===== src/rtl/normalize_round_pack_if.sv =====
// rtl/normalize_round_pack_if.sv - Load/Done operand and result bundle for the FP add normalize/round/pack stage
interface normalize_round_pack_if;
    logic        Load;
    logic        S_In;
    logic [7:0]  E_In;
    logic [23:0] M_In;
    logic        Carry_In;
    logic        guard_In;
    logic        round_In;
    logic        sticky_In;
    logic [31:0] Result;
    logic        Done;
    logic        Busy;
    logic        Overflow;
    logic        Underflow;
    logic        Inexact;

    modport master (
        output Load, S_In, E_In, M_In, Carry_In, guard_In, round_In, sticky_In,
        input  Result, Done, Busy, Overflow, Underflow, Inexact
    );

    modport slave (
        input  Load, S_In, E_In, M_In, Carry_In, guard_In, round_In, sticky_In,
        output Result, Done, Busy, Overflow, Underflow, Inexact
    );
endinterface


===== src/rtl/normalize_round_pack.sv =====
// rtl/normalize_round_pack.sv - multi-cycle normalize, round-to-nearest-even and binary32 pack
module normalize_round_pack (
    input  logic                     Clk,
    input  logic                     Reset,
    normalize_round_pack_if.slave    bus
);

    typedef enum logic [2:0] {IDLE, CHECK, NORM, ROUND, PACK} state_t;

    state_t      state, state_next;

    logic        s;
    logic [8:0]  e;
    logic [23:0] m;
    logic        g, r, st;
    logic        carry;
    logic        special;
    logic        bypass;
    logic [31:0] bypass_word;
    logic        inexact_w;

    logic [23:0] norm_m;
    logic [8:0]  norm_e;
    logic        inc;
    logic        is_zero;

    assign norm_m  = {m[22:0], g};
    assign norm_e  = e - 9'd1;
    assign inc     = g & (r | st | m[0]);
    assign is_zero = (m == 24'd0) && !g && !r && !st;

    always_ff @(posedge Clk) begin
        if (Reset)
            state <= IDLE;
        else
            state <= state_next;
    end

    // Carry and E=255 are decided before the zero test so an inf/NaN or carried sum never looks like zero.
    always_comb begin
        state_next = state;
        case (state)
            IDLE:  if (bus.Load) state_next = CHECK;
            CHECK: begin
                if (special)                         state_next = PACK;
                else if (carry)                      state_next = ROUND;
                else if (is_zero)                    state_next = PACK;
                else if (m[23] || (e == 9'd1))       state_next = ROUND;
                else                                 state_next = NORM;
            end
            NORM:  if (norm_m[23] || (norm_e == 9'd1)) state_next = ROUND;
            ROUND: state_next = PACK;
            PACK:  state_next = IDLE;
            default: state_next = IDLE;
        endcase
    end

    always_ff @(posedge Clk) begin
        if (Reset) begin
            s             <= 1'b0;
            e             <= 9'd0;
            m             <= 24'd0;
            g             <= 1'b0;
            r             <= 1'b0;
            st            <= 1'b0;
            carry         <= 1'b0;
            special       <= 1'b0;
            bypass        <= 1'b0;
            bypass_word   <= 32'd0;
            inexact_w     <= 1'b0;
            bus.Result    <= 32'd0;
            bus.Done      <= 1'b0;
            bus.Busy      <= 1'b0;
            bus.Overflow  <= 1'b0;
            bus.Underflow <= 1'b0;
            bus.Inexact   <= 1'b0;
        end else begin
            bus.Done <= 1'b0;
            case (state)
                IDLE: begin
                    if (bus.Load) begin
                        s         <= bus.S_In;
                        // A zero exponent field carries the same scale as exponent 1 (subnormal).
                        e         <= (bus.E_In == 8'd0) ? 9'd1 : {1'b0, bus.E_In};
                        m         <= bus.M_In;
                        g         <= bus.guard_In;
                        r         <= bus.round_In;
                        st        <= bus.sticky_In;
                        carry     <= bus.Carry_In;
                        special   <= (bus.E_In == 8'hFF);
                        bypass    <= 1'b0;
                        inexact_w <= 1'b0;
                        bus.Busy  <= 1'b1;
                    end
                end
                CHECK: begin
                    if (special) begin
                        bypass      <= 1'b1;
                        bypass_word <= {s, 8'hFF, m[22:0]};
                    end else if (carry) begin
                        m  <= {1'b1, m[23:1]};
                        g  <= m[0];
                        r  <= g;
                        st <= r | st;
                        e  <= e + 9'd1;
                    end else if (is_zero) begin
                        bypass      <= 1'b1;
                        bypass_word <= {s, 31'd0};
                    end
                end
                NORM: begin
                    m <= norm_m;
                    g <= r;
                    r <= 1'b0;
                    e <= norm_e;
                end
                ROUND: begin
                    inexact_w <= g | r | st;
                    if (inc && (m == 24'hFFFFFF)) begin
                        m <= 24'h800000;
                        e <= e + 9'd1;
                    end else begin
                        m <= m + {23'd0, inc};
                    end
                end
                PACK: begin
                    bus.Done <= 1'b1;
                    bus.Busy <= 1'b0;
                    if (bypass) begin
                        bus.Result    <= bypass_word;
                        bus.Overflow  <= 1'b0;
                        bus.Underflow <= 1'b0;
                        bus.Inexact   <= 1'b0;
                    end else if (e >= 9'd255) begin
                        bus.Result    <= {s, 8'hFF, 23'd0};
                        bus.Overflow  <= 1'b1;
                        bus.Underflow <= 1'b0;
                        bus.Inexact   <= inexact_w;
                    end else if (!m[23]) begin
                        bus.Result    <= {s, 8'h00, m[22:0]};
                        bus.Overflow  <= 1'b0;
                        bus.Underflow <= 1'b1;
                        bus.Inexact   <= inexact_w;
                    end else begin
                        bus.Result    <= {s, e[7:0], m[22:0]};
                        bus.Overflow  <= 1'b0;
                        bus.Underflow <= 1'b0;
                        bus.Inexact   <= inexact_w;
                    end
                end
                default: ;
            endcase
        end
    end

endmodule


===== src/flat_wrapper.sv =====
// flat-port wrapper written by rule: the top's interface ports become plain ports
module normalize_round_pack_flat 
  (Clk, Reset, bus_Load, bus_S_In, bus_E_In, bus_M_In, bus_Carry_In, bus_guard_In, bus_round_In, bus_sticky_In, bus_Result, bus_Done, bus_Busy, bus_Overflow, bus_Underflow, bus_Inexact);
  normalize_round_pack_if bus_i ();
  input  logic Clk;
  input  logic Reset;
  input wire logic [$bits(bus_i.Load)-1:0] bus_Load;
  input wire logic [$bits(bus_i.S_In)-1:0] bus_S_In;
  input wire logic [$bits(bus_i.E_In)-1:0] bus_E_In;
  input wire logic [$bits(bus_i.M_In)-1:0] bus_M_In;
  input wire logic [$bits(bus_i.Carry_In)-1:0] bus_Carry_In;
  input wire logic [$bits(bus_i.guard_In)-1:0] bus_guard_In;
  input wire logic [$bits(bus_i.round_In)-1:0] bus_round_In;
  input wire logic [$bits(bus_i.sticky_In)-1:0] bus_sticky_In;
  output wire logic [$bits(bus_i.Result)-1:0] bus_Result;
  output wire logic [$bits(bus_i.Done)-1:0] bus_Done;
  output wire logic [$bits(bus_i.Busy)-1:0] bus_Busy;
  output wire logic [$bits(bus_i.Overflow)-1:0] bus_Overflow;
  output wire logic [$bits(bus_i.Underflow)-1:0] bus_Underflow;
  output wire logic [$bits(bus_i.Inexact)-1:0] bus_Inexact;
  assign bus_i.Load = bus_Load;
  assign bus_i.S_In = bus_S_In;
  assign bus_i.E_In = bus_E_In;
  assign bus_i.M_In = bus_M_In;
  assign bus_i.Carry_In = bus_Carry_In;
  assign bus_i.guard_In = bus_guard_In;
  assign bus_i.round_In = bus_round_In;
  assign bus_i.sticky_In = bus_sticky_In;
  assign bus_Result = bus_i.Result;
  assign bus_Done = bus_i.Done;
  assign bus_Busy = bus_i.Busy;
  assign bus_Overflow = bus_i.Overflow;
  assign bus_Underflow = bus_i.Underflow;
  assign bus_Inexact = bus_i.Inexact;
  normalize_round_pack u_core (.Clk(Clk), .Reset(Reset), .bus(bus_i));
endmodule

===== config.mk =====
export PLATFORM = sky130hd
export DESIGN_NAME = normalize_round_pack_flat
export DESIGN_NICKNAME = d
export VERILOG_FILES = /design/src/rtl/normalize_round_pack_if.sv /design/src/rtl/normalize_round_pack.sv /design/src/flat_wrapper.sv
export SDC_FILE = /design/constraint.sdc
export NUM_CORES = 1
export LEC_CHECK = 0
export CAP_MARGIN = 20
export CORE_MARGIN = 2
export CORE_UTILIZATION = 50
export DETAILED_ROUTE_END_ITERATION = 10
export PLACE_DENSITY = 0.74
export SETUP_SLACK_MARGIN = 0.5
export SYNTH_ARGS = -nofsm -noshare
export SYNTH_HDL_FRONTEND = slang
export SYNTH_SLANG_ARGS = --single-unit

===== constraint.sdc =====
create_clock -name Clk -period 2.4 [get_ports Clk]
set_input_delay 0.72 -clock Clk [delete_from_list [all_inputs] [get_ports Clk]]
set_output_delay 0.72 -clock Clk [all_outputs]
set_load 0.005 [all_outputs]

==> results.md, run 1 <==
- The top cell types in the final layout, fill and taps aside, are sky130_fd_sc_hd__dfxtp_1, sky130_fd_sc_hd__buf_4, sky130_fd_sc_hd__nor2_1.
- At the end of routability-driven placement, the weighted congestion stood at 1.01.
- The total clock sinks is 106.
- Leaving out fill and tap cells, the most frequent cell in the layout is sky130_fd_sc_hd__dfxtp_1.
- Net switching is 41.5% of the power.
- The total number of vias is 6410.
- The final hold violation count is 0.
- Max-cap violations in this run came to 0.
- Clock-pin slew was measured on the worst setup and hold paths at 0.07 ns.
- The top fanout value on the critical path is 8.
- The via count of the first global-routing pass is 6061.
- The run finished with clean final reports.
- Grouping stages by cell kind, the critical path spends the most delay in simple AND/OR/NAND/NOR gates.
- In this run the clock root is driven by a sky130_fd_sc_hd__clkbuf_16.
- Counting every instance in the synthesized netlist gives 724.
- The routed design has 20.8 mm of wire.
- Of the cells placed in the final design, the portion with a size suffix greater than 1 is 24.4%.
- The count of nets left with antenna violations after detail routing is 0.
- The cell area that synthesis handed to floorplanning was 0.00581 mm².
- The clock period could shrink to 1.96 ns.
- For this design the static power due to leakage is 3.07 nW.
- The wire length of the first global-routing pass is 32.0 mm.
- The worst setup path is captured at a flop.
- After floorplanning, the core was divided into 39 placement rows.
- The largest single stage delay on the critical path is 0.45 ns.
- The vias per cell is 6.57.
- The count of endpoints failing setup in the final report is 0.
- The clock network fraction of total power is 19.6%.
- The number of fill cells in the layout is 941.
- The clock latency on the worst-skew pair is 0.36 ns.
- The iteration-0 DRC count of the detailed router is 538.
- In this run the worst setup path begins at u_core.m[13]$_SDFFE_PP0P_.
- Buffers placed on the I/O ports in this run total 76.
- The finished cells cover 0.00789 mm².
- Dividing total power by cell area gives a power density of 910 mW/mm².
- The critical path's slowest cell is sky130_fd_sc_hd__or4_1.
- The fmax is 510 MHz.
- Headroom to the max-slew limit came out at 64.3%.
- The kind of launch point of the worst setup path is a flop.
- The core region is 0.0114 mm².
- The end of the critical path is u_core.e[0]$_SDFFE_PP0P_.
- The number of buffers and inverters on the critical path is 0.
- VDD sags by at most 671 µV.
- The I/O pin total is 77.
- In the final design database the tool counted 873 nets.
- The die is 112 µm wide.
- The max-slew violation count is 0.
- The worst reg2reg path depth is 5.
- The post-route clock skew is 0.00644 ns.
- The reported net switching power is 2.98 mW.
- The sequential share of the synthesized area is 36.5%.
- For flop-to-flop paths, the worst setup slack is 0.44 ns.
- At the pin with the least slew margin, the transition time is 0.535 ns.
- Data arrives at the worst endpoint at 2.24 ns.
- The leading register cell type out of synthesis is sky130_fd_sc_hd__dfxtp_1.
- The area enclosed by the die boundary is 0.0125 mm².
- Per report_power, the sequential group accounts for 31.3% of the total.
- The critical path in this run is classified as reg -> reg.
- The die is 112 µm tall.
- For this run, the number of Yosys warnings is 0.
- For the worst setup path, the data required time is 2.68 ns.
- Counting along the longest clock path gives a buffer depth of 2.
- 0 antenna diodes ended up in the layout.
- The number of register bits inferred by synthesis is 106.
- Internal power comes to 4.20 mW.
- Yosys mapped a number of flops with a built-in enable equal to 0.
- The quantity of hold-fixing buffers added after cts is 0.
- Setup repair after global routing could not meet its margin everywhere.
- Entering global routing, the biggest net connects 41 pins.
- For this run, the total global-route usage over all layers was measured as 32.1%.
- In this run the number of H-tree levels came out at 3.
- The total cell area at the placement stage is 0.00708 mm².
- The total power of the final layout is 7.18 mW.
- Counting the buffers created by CTS gives 9.
- The reg-to-reg critical path endpoint is u_core.e[0]$_SDFFE_PP0P_.
- The startpoint identified for the worst register-to-register timing path is u_core.m[13]$_SDFFE_PP0P_.
- Of all flip-flops after synthesis, the portion carrying an async set or reset was 0%.
- The initial utilization of the core area, before any placement, comes to 51.1%.
- The worst path uses 81.7% of the clock period.
- The worst hold path belongs to the class reg -> reg.
- The residual overflow from global routing is 0.
- The number of logic stages on the critical path including buffering is 5.
- TritonCTS built the clock tree.
- When the netlist entered floorplanning its net count stood at 770.
- The pre-antenna-repair detailed-routing pass consisted of 7 iterations.
- The average footprint of a synthesized cell is 8.03 µm².
- After synthesis, the netlist uses 68 different library cells.
- The critical path goes through and4_4, nand4_4, o31a_1, or4_1, a31oi_1.
- The proportion of power drawn by combinational gates is 49.1%.
- The half-perimeter wire length after detailed placement is 13.9 mm.
- The number of antenna violations at the first check in global routing came to 0.
- The average wire per standard cell is 21.3 µm.
- From synthesis to final layout, the design area changed by 35.7%.
- After detailed routing, the number of remaining DRC violations is 0.
## per-stage QoR
step                      hold WS (ns)  TNS (ns)  util, %  worst slack (ns)  instances
after floorplan                  0.427         0        -             0.496        724
after global placement           0.443   -0.0190     62.3           -0.0190        940
final                            0.453         0     69.4             0.440        975
after CTS                        0.460         0     66.2             0.461        968
after global routing             0.483         0     69.4             0.401        975
after detailed placement         0.445    -0.696     62.3            -0.135        940
## power by group through the flow
stage / Clock, mW / Combinational (mW) / Sequential (mW)
final: 1.41 / 3.53 / 2.24
after global routing: 1.51 / 3.77 / 2.27
after CTS: 1.43 / 3.16 / 2.22
after detailed placement: 0 / 2.99 / 2.24
after global placement: 0 / 2.94 / 2.23
after floorplan: 0 / 1.91 / 2.18
## registers in the layout, summed over array words and instances (netlist names), 3 cells and up
register / count
u_core.bus.Result: 32
u_core.bypass_word: 25
u_core.m: 24
u_core.e: 9
u_core.state: 3
## synth_stat cells (9+ instances only)
master,count,area [µm²]
sky130_fd_sc_hd__o21ai_0,51,255
sky130_fd_sc_hd__a221oi_1,25,219
sky130_fd_sc_hd__nor4_1,14,87.6
sky130_fd_sc_hd__nor3_1,27,135
sky130_fd_sc_hd__nor2_1,54,203
sky130_fd_sc_hd__a211oi_1,15,113
sky130_fd_sc_hd__a22o_1,26,228
sky130_fd_sc_hd__dfxtp_1,106,2120
sky130_fd_sc_hd__nand2_1,44,165
sky130_fd_sc_hd__inv_1,25,93.8
sky130_fd_sc_hd__a22oi_1,19,143
sky130_fd_sc_hd__a21oi_1,52,260
sky130_fd_sc_hd__nand3_1,18,90.1
sky130_fd_sc_hd__mux2i_1,10,100
sky130_fd_sc_hd__a31oi_1,10,62.6
sky130_fd_sc_hd__clkbuf_1,61,229
sky130_fd_sc_hd__nand4_1,16,100
sky130_fd_sc_hd__xnor2_1,9,78.8
## metal layers
layer / GRT usage, % / wire length, µm
met1: 40.1 / 8070
met2: 51.6 / 9950
met3: 9.25 / 1880
met4: 14.7 / 857
met5: 0 / 0
## final cells by class
class                   instances  area [µm²]  area share (%)
clock buffers                  11         233            2.95
well taps                     143         179            2.27
flip-flops and latches        106        2160            27.4
repair buffers                171        1520            19.3
inverters                      26         106            1.35
clock inverters                 5        40.0           0.508
multi-input cells             513        3650            46.2
## worst min-delay path, delay by kind of cell (launching register included)
family | cells | cell delay, ns
flops | 1 | 0.31
simple gates | 1 | 0.05
compound gates | 1 | 0.05
## timing repair
item,in CTS,in global routing
endpoints found under the hold margin,0,0
cloned,1,1
pin swaps,9,16
gates resized for setup,83,79
buffers inserted,11,6
endpoints found under the setup margin,129,80
## worst min path at each step
| stage | slack (ns) | cells after the start | from | end |
|---|---|---|---|---|
| final | 0.45 | 2 | u_core.bus.Overflow$_SDFFE_PP0P_ | u_core.bus.Overflow$_SDFFE_PP0P_ |
| after global routing | 0.48 | 1 | u_core.bypass_word[30]$_SDFFE_PP0P_ | u_core.bypass_word[30]$_SDFFE_PP0P_ |
| after CTS | 0.46 | 2 | u_core.bus.Overflow$_SDFFE_PP0P_ | u_core.bus.Overflow$_SDFFE_PP0P_ |
| after detailed placement | 0.44 | 1 | u_core.bypass_word[30]$_SDFFE_PP0P_ | u_core.bypass_word[30]$_SDFFE_PP0P_ |
| after global placement | 0.44 | 1 | u_core.bypass_word[30]$_SDFFE_PP0P_ | u_core.bypass_word[30]$_SDFFE_PP0P_ |
| after floorplan | 0.43 | 1 | u_core.bypass_word[30]$_SDFFE_PP0P_ | u_core.bypass_word[30]$_SDFFE_PP0P_ |
## cells by family after synthesis
logic type,count (synthesis),share of synthesized area (%)
AOI/OAI and AO/OA,266,31.6
xor gates and xnor gates,11,1.66
adders and majority gates,6,1.29
buffers and inverters,105,7.32
DFF,106,36.5
muxes,15,2.69
and+or+nand+nor,215,18.9
Note: power is estimated with default switching activity, not from simulation.
==> run 2, diff against run 1 <==
Clock period 2.4 ns to 1.86 ns, I/O delays scaled along.
==> run 2 against run 1 <==
Effect of this change: clock power up 44%; sequential power increased by 32%; highest routed layer unchanged; the flow now finishes with violations (negative setup slack); cell count grew 11%; register-to-register slack worse by 0.63 ns; largest power group unchanged.
==> results.md, run 2 (same netlist as run 1, synthesis figures left out) <==
- Outcome: finished, violations left (was finished, final reports clean).
- The final reports fail on negative setup slack.
- The post-route clock skew came to 0.00725 ns (was 0.00644 ns).
- The setup slack of the critical path after layout is -0.189 ns (was 0.440 ns).
- The kind of path behind the tightest hold check is reg -> reg (unchanged).
- The net count reported at finish is 979 (was 873).
- The vias per cell was 7.06 (was 6.57).
- The number of design rule violations left after detail routing is 0 (unchanged).
- The average wire per standard cell was 25.3 µm (was 21.3 µm).
- The count of endpoints failing setup in the final report was 74 (was 0).
- The I/O pin total is 77 (unchanged).
- The wire length of the first global-routing pass was 37.9 mm (was 32.0 mm).
- The stage delay of the slowest cell on the critical path was 0.41 ns (was 0.45 ns).
- The relative slew slack was 62.6% (was 64.3%).
- The data arrival time at the worst-slack endpoint is 2.33 ns (was 2.24 ns).
- The number of clock buffers inserted by TritonCTS was 9 (unchanged).
- The most frequent standard cell in the layout excluding fill and tap cells was sky130_fd_sc_hd__buf_4 (was sky130_fd_sc_hd__dfxtp_1).
- The residual overflow from global routing is 0 (unchanged).
- The max-slew violation count is 0 (unchanged).
- Worst path cell trace: nand3_2, or3_4, o31a_1, buf_12, or4_4, a31oi_1 (was and4_4, nand4_4, o31a_1, or4_1, a31oi_1).
- The most flop-heavy register was u_core.bus.Result (unchanged).
- The via count of the first global-routing pass is 7093 (was 6061).
- The data required time of the critical path is 2.14 ns (was 2.68 ns).
- The cell family with the largest share of critical-path delay is simple AND/OR/NAND/NOR gates (unchanged).
- The total number of vias was 7631 (was 6410).
- The flip-flop count of the largest register, all copies and words added is 32 (unchanged).
- The top fanout value on the critical path is 8 (unchanged).
- The iteration-0 DRC count of the detailed router is 1255 (was 538).
- The area enclosed by the die boundary was 0.0125 mm² (unchanged).
- The kind of launch point of the worst setup path is a flop (unchanged).
- The number of rows in the core area is 39 (unchanged).
- The number of antenna violations at the first check in global routing is 0 (unchanged).
- The horizontal die dimension came to 112 µm (unchanged).
- The power per unit of standard cell area came to 1190 mW/mm² (was 910 mW/mm²).
- Leading cell types in the layout, fill and taps excluded: sky130_fd_sc_hd__buf_4, sky130_fd_sc_hd__dfxtp_2, sky130_fd_sc_hd__dfxtp_1 (was sky130_fd_sc_hd__dfxtp_1, sky130_fd_sc_hd__buf_4, sky130_fd_sc_hd__nor2_1).
- The clock latency on the worst-skew pair came to 0.36 ns (about the same).
- The final antenna diode count is 0 (unchanged).
- The static leakage power is 3.76 nW (was 3.07 nW).
- The total clock sinks is 106 (unchanged).
- The internal power is 6.59 mW (was 4.20 mW).
- The total number of H-tree levels is 3 (unchanged).
- The starting utilization of the core area is 51.1% (unchanged).
- The clock tree from TritonCTS is yes (unchanged).
- The transition time at the pin with the least slew margin was 0.547 ns (was 0.535 ns).
- The final hold violation count was 0 (unchanged).
- The quantity of I/O buffers inserted on ports is 76 (unchanged).
- Unrepaired setup endpoints after global routing: yes (unchanged).
- The routed wire length is 27.4 mm (was 20.8 mm).
- The proportion of power drawn by combinational gates was 56.5% (was 49.1%).
- The final weighted congestion in routability-driven placement is 1.01 (about the same).
- The maximum buffer depth of the clock tree is 2 (unchanged).
- The fmax came to 488 MHz (was 510 MHz).
- The power share of the sequential group is 25.8% (was 31.3%).
- The clock period minus final worst setup slack is 2.05 ns (was 1.96 ns).
- The height of the die is 112 µm (unchanged).
- The number of buffers and inverters on the critical path came to 1 (was 0).
- The critical path's slowest cell is sky130_fd_sc_hd__or4_4 (was sky130_fd_sc_hd__or4_1).
- The clock-pin slew of the registers on the worst-case setup and hold paths is 0.08 ns (was 0.07 ns).
- The category of the most critical setup path is reg -> reg (unchanged).
- The part of the cycle the worst path needs was 110% (was 81.7%).
- The worst hold slack is 0.491 ns (was 0.453 ns).
- The number of fill cells in the layout is 613 (was 941).
- The first-pass iteration count of the detailed router came to 7 (unchanged).
- The overall global routing resource usage is 37.9% (was 32.1%).
- The count of nets left with antenna violations after detail routing is 0 (unchanged).
- The total core area came to 0.0114 mm² (unchanged).
- The maximum number of pins on one net before global-route repair is 34 (was 41).
- The reported net switching power is 4.86 mW (was 2.98 mW).
- The half-perimeter wire length after detailed placement is 14.9 mm (was 13.9 mm).
- The clock root buffer master is sky130_fd_sc_hd__clkbuf_16 (unchanged).
- The share of layout cells above drive strength 1 is 49.1% (was 24.4%).
- Registers with the most flip-flops: u_core.bus.Result (32), u_core.bypass_word (25), u_core.m (24) (unchanged).
- The switching power share of the total is 42.4% (was 41.5%).
- The kind of end point of the critical path is a flop (unchanged).
- The post-synthesis to final-layout area growth came to 64.9% (was 35.7%).
- The placement-stage worst setup slack is -0.361 ns (was -0.135 ns).
- The clock network fraction of total power is 17.7% (was 19.6%).
- The number of max-cap violations was 0 (unchanged).
- The worst-case vdd ir drop is 921 µV (was 671 µV).
## run 2: worst min-delay path, delay by kind of cell, from the launching register on
| family | cells | cell delay (ns) |
|---|---|---|
| compound gates | 1 | 0.06 |
| simple gates | 1 | 0.08 |
| flops | 1 | 0.32 |
## run 2: area by class of cell
cell class / count / area, µm² / area share [%]
flip-flops and latches: 106 / 2200 / 23.0
well taps: 143 / 179 / 1.87
clock inverters: 5 / 55.1 / 0.574
multi-input cells: 516 / 4200 / 43.8
repair buffers: 274 / 2580 / 27.0
clock buffers: 11 / 254 / 2.65
inverters: 26 / 109 / 1.14
## run 2: metal layers
metal	GRT usage (%)	share of wire (%)
met5	0	0
met2	59.6	46
met4	16.0	5.9
met3	8.93	12
met1	49.9	36
## run 2: stage by stage
stage	setup TNS (ns)	utilization [%]	instances	instance area [µm²]	power [mW]
2_1_floorplan	0	-	724	6330	5.74
3_3_place_gp	-11.49	68.7	996	7820	7.35
3_5_place_dp	-12.34	68.7	996	7820	7.46
4_1_cts	-0.0554	79.0	1055	8980	10.4
5_1_grt	-6.42	84.3	1081	9590	11.8
6_report	-4.87	84.3	1081	9590	11.5
## run 2: timing repair
item	in CTS	in global routing
cloned	6	6
setup endpoints to repair	142	140
hold buffers	0	0
pin swaps	60	35
setup buffers	37	20
resized for setup	319	81
## run 2: final timing paths
path,start,to,slack (ns),cells after the start
setup reg to reg,u_core.m[23]$_SDFFE_PP0P_,u_core.e[0]$_SDFFE_PP0P_,-0.19,6
hold reg to reg,u_core.bus.Overflow$_SDFFE_PP0P_,u_core.bus.Overflow$_SDFFE_PP0P_,0.49,2
setup / recovery,u_core.m[23]$_SDFFE_PP0P_,u_core.e[0]$_SDFFE_PP0P_,-0.19,6
hold / removal,u_core.bus.Overflow$_SDFFE_PP0P_,u_core.bus.Overflow$_SDFFE_PP0P_,0.49,2
## run 2: power by group through the flow
stage / Combinational, mW / Sequential, mW / Clock (mW)
after floorplan: 2.89 / 2.85 / 0
after CTS: 5.53 / 2.88 / 2.00
final: 6.47 / 2.95 / 2.03
after detailed placement: 4.58 / 2.88 / 0
after global routing: 6.72 / 2.97 / 2.10
after global placement: 4.48 / 2.86 / 0
